<file path="src/rtl/regdump_pkg.sv">
// Shared types and constants for the register-file dump reader.
package regdump_pkg;

    typedef enum logic [2:0] {
        IDLE,
        HALT,
        HDR,
        LOAD,
        SEND,
        CSUM,
        DONE
    } state_t;

    localparam logic [7:0] HEADER_DEF   = 8'hA5;
    localparam int         NUM_REGS_DEF = 32;
    localparam int         FRAME_LEN    = 4 * NUM_REGS_DEF + 2;

    function automatic int frame_len(input int n);
        return 4 * n + 2;
    endfunction

endpackage

</file>
<file path="src/rtl/regdump_word_ser.sv">
// Holds the upper three bytes of a loaded word and steps through them
// LSB-first as the sink accepts bytes.
module regdump_word_ser (
    input  logic        clk,
    input  logic        rst_n,
    input  logic        load,
    input  logic [23:0] word_hi,
    input  logic        adv,
    output logic [7:0]  next_byte,
    output logic        last
);

    logic [23:0] sh;
    logic [1:0]  cnt;

    always_ff @(posedge clk) begin
        if (!rst_n) begin
            sh  <= '0;
            cnt <= '0;
        end else if (load) begin
            sh  <= word_hi;
            cnt <= '0;
        end else if (adv) begin
            sh  <= {8'h00, sh[23:8]};
            cnt <= cnt + 2'd1;
        end
    end

    assign next_byte = sh[7:0];
    assign last      = (cnt == 2'd3);

endmodule

</file>
<file path="src/rtl/regfile_dump_reader.sv">
// Stalls the core and streams the register file as a framed byte stream:
// header, little-endian register words, then an 8-bit data checksum.
module regfile_dump_reader
    import regdump_pkg::*;
#(
    parameter int         NUM_REGS = 32,
    parameter int         ADDR_W   = 5,
    parameter logic [7:0] HEADER   = HEADER_DEF
) (
    input  logic              clk,
    input  logic              rst_n,
    input  logic              start,
    output logic              stall_req,
    output logic [ADDR_W-1:0] rd_addr,
    input  logic [31:0]       rd_data,
    output logic [7:0]        tx_data,
    output logic              tx_valid,
    input  logic              tx_ready,
    output logic              busy,
    output logic              done
);

    localparam logic [ADDR_W-1:0] LAST_IDX = ADDR_W'(NUM_REGS - 1);

    state_t            state, state_n;
    logic [ADDR_W-1:0] index, index_n;
    logic [7:0]        sum, sum_n, tx_data_n;
    logic [31:0]       load_word;
    logic              xfer, ser_load, ser_adv, ser_last;
    logic [7:0]        ser_next;

    assign xfer      = tx_valid && tx_ready;
    assign rd_addr   = index;
    // x0 is hardwired zero regardless of what the read port returns
    assign load_word = (index == '0) ? 32'h0 : rd_data;
    assign stall_req = busy;

    regdump_word_ser u_ser (
        .clk      (clk),
        .rst_n    (rst_n),
        .load     (ser_load),
        .word_hi  (load_word[31:8]),
        .adv      (ser_adv),
        .next_byte(ser_next),
        .last     (ser_last)
    );

    always_comb begin
        state_n   = state;
        index_n   = index;
        sum_n     = sum;
        tx_data_n = tx_data;
        ser_load  = 1'b0;
        ser_adv   = 1'b0;
        unique case (state)
            IDLE: if (start) state_n = HALT;
            HALT: begin
                state_n   = HDR;
                tx_data_n = HEADER;
            end
            HDR: if (xfer) state_n = LOAD;
            LOAD: begin
                ser_load  = 1'b1;
                tx_data_n = load_word[7:0];
                state_n   = SEND;
            end
            SEND: if (xfer) begin
                sum_n   = sum + tx_data;
                ser_adv = 1'b1;
                if (!ser_last) begin
                    tx_data_n = ser_next;
                end else if (index != LAST_IDX) begin
                    index_n = index + 1'b1;
                    state_n = LOAD;
                end else begin
                    tx_data_n = sum + tx_data;
                    state_n   = CSUM;
                end
            end
            CSUM: if (xfer) state_n = DONE;
            DONE: begin
                state_n = IDLE;
                index_n = '0;
                sum_n   = '0;
            end
            default: state_n = IDLE;
        endcase
    end

    always_ff @(posedge clk) begin
        if (!rst_n) begin
            state    <= IDLE;
            index    <= '0;
            sum      <= '0;
            tx_data  <= '0;
            tx_valid <= 1'b0;
            busy     <= 1'b0;
            done     <= 1'b0;
        end else begin
            state    <= state_n;
            index    <= index_n;
            sum      <= sum_n;
            tx_data  <= tx_data_n;
            tx_valid <= (state_n == HDR) || (state_n == SEND)
                        || (state_n == CSUM);
            busy     <= (state_n != IDLE);
            done     <= (state_n == DONE);
        end
    end

endmodule
</file>
<file path="config.mk">
export PLATFORM = sky130hd
export DESIGN_NAME = regfile_dump_reader
export DESIGN_NICKNAME = d
export VERILOG_FILES = /design/src/rtl/regdump_pkg.sv /design/src/rtl/regdump_word_ser.sv /design/src/rtl/regfile_dump_reader.sv
export SDC_FILE = /design/constraint.sdc
export NUM_CORES = 1
export LEC_CHECK = 0
export BUFFER_PORTS_ARGS = -buffer_cell sky130_fd_sc_hd__buf_2
export CORE_UTILIZATION = 55
export CTS_BUF_LIST = sky130_fd_sc_hd__clkbuf_8 sky130_fd_sc_hd__clkbuf_16
export CTS_CLUSTER_DIAMETER = 120
export DETAILED_ROUTE_END_ITERATION = 10
export PLACE_DENSITY = 0.86
export SLEW_MARGIN = 5
export SYNTH_ARGS = -nofsm -noshare
export SYNTH_HDL_FRONTEND = slang
export SYNTH_SLANG_ARGS = --single-unit
</file>
<file path="constraint.sdc">
create_clock -name clk -period 2.6 [get_ports clk]
set_input_delay 0.52 -clock clk [delete_from_list [all_inputs] [get_ports clk]]
set_output_delay 0.52 -clock clk [all_outputs]
set_load 0.05 [all_outputs]
</file>
==> qor.yml, run 1 <==
critical_path:
  worstReg2RegEnd: "rd_addr[4]"
  cp-start-kind: "register"
  cp.arrival_ns: 2.41
  critical_path_class: "register to register"
  reg2reg_depth: 8
  r2r_setup_slack_ns: 0.36
  r2r_start: "rd_addr[1]"
  worstPathRequired_ns: 2.78
  cp_max_fo: 6
  critPathCaptureType: "register"
routing:
  post_drt_wl_per_cell_um: 14.7
  drt_iter0_drc: 170
  vias_per_cell: 5.85
  met2_length_mm: 3.04
  wl_met3_um: 407
  topRoutingLayerUsed: "met4"
  met1Wirelength_mm: 2.82
  via_count: 2596
  ant_nets: 0
  dr.pass1.iters: 5
  drc: 0
  totalWireLength_mm: 6.53
place:
  dp_hpwl_mm: 4.61
  place.gp.congestion: 0.837
  io_buffer_count: 52
  dp_cells: 436
sta:
  hold_viol_final: 0
  clock-skew-final_ns: 0.0131
  fin_crit_ns: 2.24
  slew_headroom_pct: 42.7
  tns_ns: 0
  final_max_slew_viol_count: 0
  fmax_ghz: 0.447
  tightest_slew_ns: 0.858
  setup_viol: 0
  period_share_pct: 86.1
  timing.hold.ws_ns: 0.460
  rsz0062_at_grt: "false"
yosys:
  syn_nets: 374
  synth_area_leaders: "dfxtp_1 (38%), mux2i_1 (8.0%), nor2_1 (5.2%)"
  yosysWarnings: 0
  yosysTopAreaCell: "dfxtp_1"
  netlist_area_um2: 2760
  synth-edff-count: 0
  ys_seq_area_share_pct: 38.4
  netlist-cell-type-count: 44
  avgSynthCellArea_um2: 8.47
  synthCells: 326
  synth_top_area_share_pct: 38.4
  async_flop_share_pct: 0
  synth_flop_cell: "dfxtp_1"
  ys_ff_latch: 53
floorplan:
  ios: 53
  rows: 25
  core_area_um2: 4790
  die-area_um2: 5310
  fp.dieH_um: 72.9
  start_util_pct: 57.7
  die_w_um: 72.9
grt:
  grt_pass1_wl_mm: 10.6
  grt-ovfl-total: 0
  track_usage_pct: 25.8
  grt_max_degree: 32
  grt_pass1_vias: 2373
  antenna_found_initial: 0
pwr:
  p_sw_mw: 0.508
  clockPowerShare_pct: 28.6
  switching_share_pct: 31.2
  ir_worst_vdd_mv: 0.383
  power_density_nw_per_um2: 510
  power_frac_comb_pct: 18.0
  seq_power_share_pct: 53.3
  p_leak_nw: 1.29
  p_int_mw: 1.12
min_path:
  hp-start: "rd_data[29]"
  hp-class: "primary input to register"
  hold_end: "u_ser.sh[21]"
  min_delay_path_depth: 3
clock_tree:
  post_cts_buffers: 0
  clock_tree.buffer_depth: 2
  cts.sinks: 53
  cts_resized: 0
  ctsHtreeMaxLevel: 2
  clk_pin_slew_worst_paths_ns: 0.10
  clock-root-buffer: "clkbuf_8"
  cts.hold.buffers_added: 0
  cts_tree: "built"
  cts_inserted_buffers: 5
  clock_latency_ns: 0.31
finish:
  num-fill-cells: 414
  num_antenna_cells: 0
  nets: 424
  area_delta_synth_final_pct: 15.7
  final_cells: 444
  layout-drive-gt1-share_pct: 20.2
run_status:
  status: "finished clean"
job:
  maxCapViolations: 0
## sequential cells by signal, summed over array words and instances (netlist names)
name       flops
busy           1
done           1
rd_addr        5
state          3
sum            8
tx_data        8
tx_valid       1
u_ser.cnt      2
u_ser.sh      24
## Yosys cell counts, drive strengths merged (3+ instances only)
cell type	n
a21oi	16
nor2	38
clkbuf	13
nor2b	5
a22oi	17
a221oi	4
inv	10
dfxtp	53
nand3	9
nor4	3
o21ai	28
mux2i	22
nand2	29
a31oi	5
o211ai	3
xnor2	3
and2	16
buf	6
ha	11
mux2	3
## power groups by stage
stage                     logic, mW  clock network, mW  registers (mW)
final                         0.294              0.466           0.869
after global routing          0.314              0.510           0.873
after floorplan               0.141                  0           0.950
after detailed placement      0.291                  0           0.887
after CTS                     0.293              0.470           0.868
after global placement        0.285                  0           0.886
## cell type report
cell class                      instances  area, um^2  share of cell area, %
Timing Repair Buffer                   62         348                   10.9
Multi-Input combinational cell        244        1580                   49.4
Sequential cell                        53        1060                   33.2
Tap cell                               67        83.8                   2.62
Inverter                               10        37.5                   1.17
Clock inverter                          3        17.5                  0.548
Clock buffer                            5        68.8                   2.15
## per-layer routing
layer	global-route usage (%)	up-vias
li1	-	1266
met2	43.5	108
met5	0	-
met4	12.6	0
met1	31.5	1198
met3	5.11	24
## logic make-up after synthesis
logic type	Yosys count	share of synthesized area, %
AOI/OAI and AO/OA	90	21.4
xor gates and xnor gates	5	1.59
adders and majority gates	12	5.71
buffers and inverters	29	4.57
DFF	53	38.4
muxes	25	9.19
and+or+nand+nor	112	19.2
## through the flow
step / area, um^2 / utilization (%) / setup WS [ns] / power [mW]
after floorplan: 2760 / - / 0.335 / 1.09
after global placement: 3110 / 65.0 / 0.520 / 1.17
after detailed placement: 3110 / 65.0 / 0.455 / 1.18
after CTS: 3200 / 66.8 / 0.431 / 1.63
after global routing: 3200 / 66.8 / 0.179 / 1.70
final: 3200 / 66.8 / 0.361 / 1.63
## layout by cell type (no fill, tap or decap), types with 9 or more instances in the layout
| cell type | Yosys | final |
|---|---|---|
| buf_2 | 2 | 52 |
| ha_1 | 11 | 11 |
| mux2i_1 | 22 | 22 |
| a21oi_1 | 16 | 16 |
| buf_4 | 4 | 9 |
| and2_1 | 16 | 16 |
| nand2_1 | 29 | 29 |
| nor2_1 | 38 | 36 |
| dfxtp_1 | 53 | 53 |
| nand3_1 | 9 | 9 |
| inv_1 | 10 | 10 |
| o21ai_0 | 28 | 28 |
| a22oi_1 | 17 | 17 |
## critical path, cell delays in order, from the launching register on
cell and delay, ns:
dfxtp_1 0.36, ha_1 0.23, and3_1 0.20, ha_1 0.20
nand2b_1 0.19, nor2_1 0.35, o21ai_0 0.25, a22oi_1 0.24
nor2_1 0.07
## worst max-delay path by stage
stage                    start    endpoint  slack (ns)  cells past startpoint
finish              rd_addr[1]  rd_addr[4]        0.36                      8
CTS                 rd_addr[0]  rd_addr[4]        0.43                      8
floorplan           tx_data[5]  tx_data[7]        0.34                      6
global placement    rd_addr[0]  rd_addr[4]        0.52                      8
detailed placement  rd_addr[0]  rd_addr[4]        0.46                      8
global route        rd_addr[0]  rd_addr[4]        0.18                      8
Note: power is estimated with default switching activity, not from simulation.
==> run 2: changes to the inputs <==
BUFFER_PORTS_ARGS = -buffer_cell sky130_fd_sc_hd__clkbuf_2   (was -buffer_cell sky130_fd_sc_hd__buf_2)
==> qor.yml, run 2 (synthesis gave the netlist of run 1 again) <==
floorplan:
  ios: 53
  start_util_pct: 57.7
  die_w_um: 72.9
  die-area_um2: 5310
  rows: 25
  fp.dieH_um: 72.9
  core_area_um2: 4790
sta:
  setup_viol: 0
  slew_headroom_pct: 42.1
  tightest_slew_ns: 0.867
  final_max_slew_viol_count: 0
  period_share_pct: 83.5
  fmax_ghz: 0.461
  clock-skew-final_ns: 0.0102
  tns_ns: 0
  layout_setup_ws_ns: 0.429
  hold_viol_final: 0
  rsz0062_at_grt: "false"
  fin_crit_ns: 2.17
finish:
  layout-drive-gt1-share_pct: 20.1
  final_cell_mix: "dfxtp_1 (53), clkbuf_2 (52), nor2_1 (36)"
  final_common_cell: "dfxtp_1"
  largest_reg_flops: 24
  area_delta_synth_final_pct: 17.1
  final_util_pct: 67.6
  reg_top3: "u_ser.sh (24), sum (8), tx_data (8)"
  num-fill-cells: 377
  regMostFlops: "u_ser.sh"
  nets: 425
  final_area_um2: 3230
  multi_input_area_um2: 1580
  num_antenna_cells: 0
  register_area_um2: 1060
grt:
  grt_max_degree: 32
  antenna_found_initial: 0
  track_usage_pct: 26.3
  grt_pass1_wl_mm: 10.7
  grt-ovfl-total: 0
  grt_pass1_vias: 2352
clock_tree:
  clk_pin_slew_worst_paths_ns: 0.10
  cts.hold.buffers_added: 0
  cts.sinks: 53
  clock_latency_ns: 0.31
  cts_resized: 0
  clock-root-buffer: "clkbuf_8"
  post_cts_buffers: 0
  cts_inserted_buffers: 5
  ctsHtreeMaxLevel: 2
  clock_tree.buffer_depth: 2
  cts_tree: "built"
routing:
  post_drt_wl_per_cell_um: 14.8
  ant_nets: 0
  drc: 0
  vias_per_cell: 5.72
  dr.pass1.iters: 4
  via_count: 2545
  totalWireLength_mm: 6.57
  drt_iter0_drc: 164
place:
  io_buffer_count: 52
  dpl-instance-area_um2: 3120
  place.gp.congestion: 0.843
  detailedPlace.worstSlack_ns: 0.492
  dp_hpwl_mm: 4.64
critical_path:
  critical_path_class: "register to register"
  cp-start-kind: "register"
  critPathBufInv: 0
  cp_slowest_cell: "dfxtp_1"
  crit_path_cell_trace: "ha_1 > and3_1 > ha_1 > nand2b_1 > nor2_1 > o21ai_0 > a22oi_1 > nor2_1"
  worstPathRequired_ns: 2.78
  cp_slowest_stage_delay_ns: 0.36
  cp_top_family: "simple AND/OR/NAND/NOR gates"
  cp.arrival_ns: 2.35
  critPathCaptureType: "register"
  cp_max_fo: 6
pwr:
  power_density_nw_per_um2: 538
  power_mw: 1.74
  ir_worst_vdd_mv: 0.356
  p_leak_nw: 1.31
min_path:
  hp-class: "primary input to register"
job:
  maxCapViolations: 0
run_status:
  status: "finished clean"
-- run 2: changes by cell type in the layout (fill, tap and decap cells not counted), sizes merged --
cell      change
clkinv        -2
clkbuf       +53
inv           +1
clkinvlp      -1
buf          -51
bufinv        +1
-- run 2: tightest hold or removal path, cell delays in order --
cell and delay [ns]:
clkbuf_2 0.08, a22oi_1 0.07, nor2_1 0.07
-- run 2: where the power goes --
part           total, mW  leakage, nW  switching [mW]  internal (mW)
Sequential         0.871        0.429          0.0334          0.837
Clock              0.572       0.0626           0.262          0.310
Combinational      0.298        0.819           0.200         0.0976
-- run 2: path summary, 6_finish.rpt --
| kind | from | to | slack [ns] | depth (start not counted) |
|---|---|---|---|---|
| hold / removal | rd_data[29] | u_ser.sh[21] | 0.46 | 3 |
| setup / recovery | rd_addr[1] | rd_addr[1] | 0.43 | 8 |
| setup reg to reg | rd_addr[1] | rd_addr[1] | 0.43 | 8 |
| hold reg to reg | u_ser.sh[21] | u_ser.sh[21] | 0.52 | 2 |
-- run 2: routing by layer --
layer	global-route usage [%]	wire length (um)
met4	12.6	174
met2	44.9	3150
met1	31.9	2920
met3	4.83	324
met5	0	0
-- run 2: stage by stage --
stage | hold slack, ns | instances
after floorplan | 0.458 | 326
after global placement | 0.479 | 437
after detailed placement | 0.487 | 437
after CTS | 0.460 | 445
after global routing | 0.471 | 445
final | 0.465 | 445
-- run 2: cell type report --
class,instances,share of cell area [%]
clock inverter,2,1.04
multi-input combinational,244,48.9
tap,67,2.59
timing repair buffer,63,11.0
sequential,53,32.8
clock buffer,6,2.55
inverter,10,1.16
==> run 3: changes to the inputs <==
ABC_AREA = 1   (was default)
clock period = 2.07 ns   (was 2.6 ns; I/O delays follow)
==> qor.yml, run 3 <==
run_status:
  status: "finished clean"
yosys:
  syn_nets: 436
  synthCells: 388
  avgSynthCellArea_um2: 7.25
  yosysWarnings: 0
  ys_seq_area_share_pct: 37.7
  netlist-cell-type-count: 37
  netlist_area_um2: 2810
  yosysTopAreaCell: "dfxtp_1"
  ys_ff_latch: 53
  synth_flop_cell: "dfxtp_1"
  synthTopCellsByCount: "nand2_1 (84), a21oi_1 (53), dfxtp_1 (53)"
  yosysMostFrequentCell: "nand2_1"
  async_flop_share_pct: 0
  synth_area_leaders: "dfxtp_1 (38%), nand2_1 (11%), a21oi_1 (9.4%)"
  synth-edff-count: 0
  synth_top_area_share_pct: 37.7
clock_tree:
  cts.sinks: 53
  cts.hold.buffers_added: 0
  cts_resized: 0
  post_cts_buffers: 0
  cts_inserted_buffers: 5
  cts_tree: "built"
  clock-root-buffer: "clkbuf_8"
  ctsHtreeMaxLevel: 2
  clk_pin_slew_worst_paths_ns: 0.09
  clock_tree.buffer_depth: 2
  clock_latency_ns: 0.30
sta:
  fin_crit_ns: 1.85
  rsz0062_at_grt: "false"
  fmax_ghz: 0.540
  final_max_slew_viol_count: 0
  tightest_slew_ns: 0.464
  clock-skew-final_ns: 0.0105
  tns_ns: 0
  period_share_pct: 89.5
  slew_headroom_pct: 68.9
  hold_viol_final: 0
  setup_viol: 0
pwr:
  switching_share_pct: 27.1
  ir_worst_vdd_mv: 0.317
  power_density_nw_per_um2: 657
  p_int_mw: 1.54
  p_leak_nw: 1.43
  clockPowerShare_pct: 33.8
  p_sw_mw: 0.573
  seq_power_share_pct: 51.5
  power_frac_comb_pct: 14.6
critical_path:
  worstReg2RegEnd: "tx_data[4]"
  critPathCaptureType: "register"
  critical_path_class: "register to register"
  r2r_setup_slack_ns: 0.22
  cp.arrival_ns: 2.04
  cp-start-kind: "register"
  cp_slowest_cell: "dfxtp_1"
  cpMostUsedCell: "ha_1"
  cp_max_fo: 9
  reg2reg_depth: 9
  r2r_start: "rd_addr[0]"
  crit_path_cell_trace: "ha_1 > and3_1 > ha_1 > nor2_1 > o22ai_1 > nand2_2 > inv_2 > o21ai_0 > a21oi_1"
  worstPathRequired_ns: 2.26
  cp_slowest_stage_delay_ns: 0.36
routing:
  dr.pass1.iters: 4
  drc: 0
  drt_iter0_drc: 206
  vias_per_cell: 5.32
  via_count: 2685
  ant_nets: 0
  totalWireLength_mm: 6.40
  post_drt_wl_per_cell_um: 12.7
grt:
  grt-ovfl-total: 0
  grt_max_degree: 33
  grt_pass1_vias: 2567
  antenna_found_initial: 0
  track_usage_pct: 25.5
  grt_pass1_wl_mm: 10.8
finish:
  regMostFlops: "u_ser.sh"
  final_cell_mix: "nand2_1 (84), a21oi_1 (53), dfxtp_1 (53)"
  num_antenna_cells: 0
  reg_top3: "u_ser.sh (24), sum (8), tx_data (8)"
  final_common_cell: "nand2_1"
  largest_reg_flops: 24
  final_area_um2: 3220
  area_delta_synth_final_pct: 14.5
  num-fill-cells: 463
  layout-drive-gt1-share_pct: 18.9
  nets: 485
place:
  io_buffer_count: 52
  place.gp.congestion: 0.977
  dpl-instance-area_um2: 3100
  dp_hpwl_mm: 4.76
min_path:
  hold_end: "u_ser.sh[18]"
  hp-class: "primary input to register"
  min_delay_path_depth: 3
  hp-start: "rd_data[26]"
floorplan:
  core_area_um2: 4820
  rows: 25
  die-area_um2: 5400
  fp.dieH_um: 73.5
  start_util_pct: 58.4
  die_w_um: 73.5
  ios: 53
job:
  maxCapViolations: 0
run 3: cell types whose count changed after synthesis, moves of 9 or more:
cell,before,now
a21oi_1,16,53
a22oi_1,17,8
and2_1,16,0
inv_1,10,32
mux2i_1,22,0
nand2_1,29,84
run 3: worst max-delay path by stage:
stage | slack, ns | start | to
5_1_grt | 0.03 | rd_addr[0] | tx_data[4]
4_1_cts | 0.22 | rd_addr[0] | tx_data[4]
2_1_floorplan | 0.07 | tx_data[0] | tx_data[1]
3_3_place_gp | 0.30 | rd_addr[0] | tx_data[5]
3_5_place_dp | 0.24 | rd_addr[0] | tx_data[4]
6_report | 0.22 | rd_addr[0] | tx_data[4]
run 3: critical path: cells and delay by family, from the launching register on:
family | cells | cell delay [ns]
AO/OA/AOI/OAI | 3 | 0.34
AND/OR/NAND/NOR | 3 | 0.53
buffers and inverters | 1 | 0.10
adder cells (fa/ha/maj) | 2 | 0.42
flip-flops | 1 | 0.36
run 3: power groups by stage:
stage / Sequential (mW) / Clock (mW) / Combinational [mW]
6_report: 1.09 / 0.716 / 0.310
4_1_cts: 1.09 / 0.736 / 0.309
2_1_floorplan: 1.18 / 0 / 0.151
3_3_place_gp: 1.11 / 0 / 0.305
3_5_place_dp: 1.11 / 0 / 0.308
5_1_grt: 1.09 / 0.765 / 0.342
run 3: kinds of logic (layout without fill, tap and decap cells):
logic type / Yosys count / count (layout) / share of synthesized area (%)
buf+inv: 54 / 104 / 8.72
compound gates: 103 / 103 / 21.0
flops: 53 / 53 / 37.7
simple gates: 161 / 161 / 25.4
xor+xnor: 5 / 5 / 1.56
fa+ha+maj: 12 / 12 / 5.61
run 3: cell type report:
type	count	area, um^2	share of cell area (%)
clock buffer	6	82.6	2.57
clock inverter	2	37.5	1.17
inverter	40	158	4.90
multi-input combinational	281	1510	46.8
sequential	53	1060	33.0
tap	67	83.8	2.60
timing repair buffer	56	290	9.02
run 3: per-stage QoR:
step	std cells	worst slack, ns	util [%]	power, mW	hold slack, ns
5_1_grt	505	0.0285	66.8	2.20	0.351
4_1_cts	505	0.223	66.8	2.13	0.325
6_report	505	0.218	66.8	2.11	0.335
2_1_floorplan	388	0.0705	-	1.33	0.443
3_3_place_gp	497	0.296	64.3	1.42	0.452
3_5_place_dp	497	0.243	64.3	1.42	0.458
run 3: per-layer routing:
| metal | vias to the layer above | global-route usage [%] | part of all wire [%] |
|---|---|---|---|
| met2 | 76 | 42.8 | 48 |
| met3 | 9 | 3.84 | 5.4 |
| met5 | - | 0 | 0 |
| li1 | 1395 | - | - |
| met4 | 0 | 8.97 | 1.0 |
| met1 | 1205 | 33.3 | 45 |
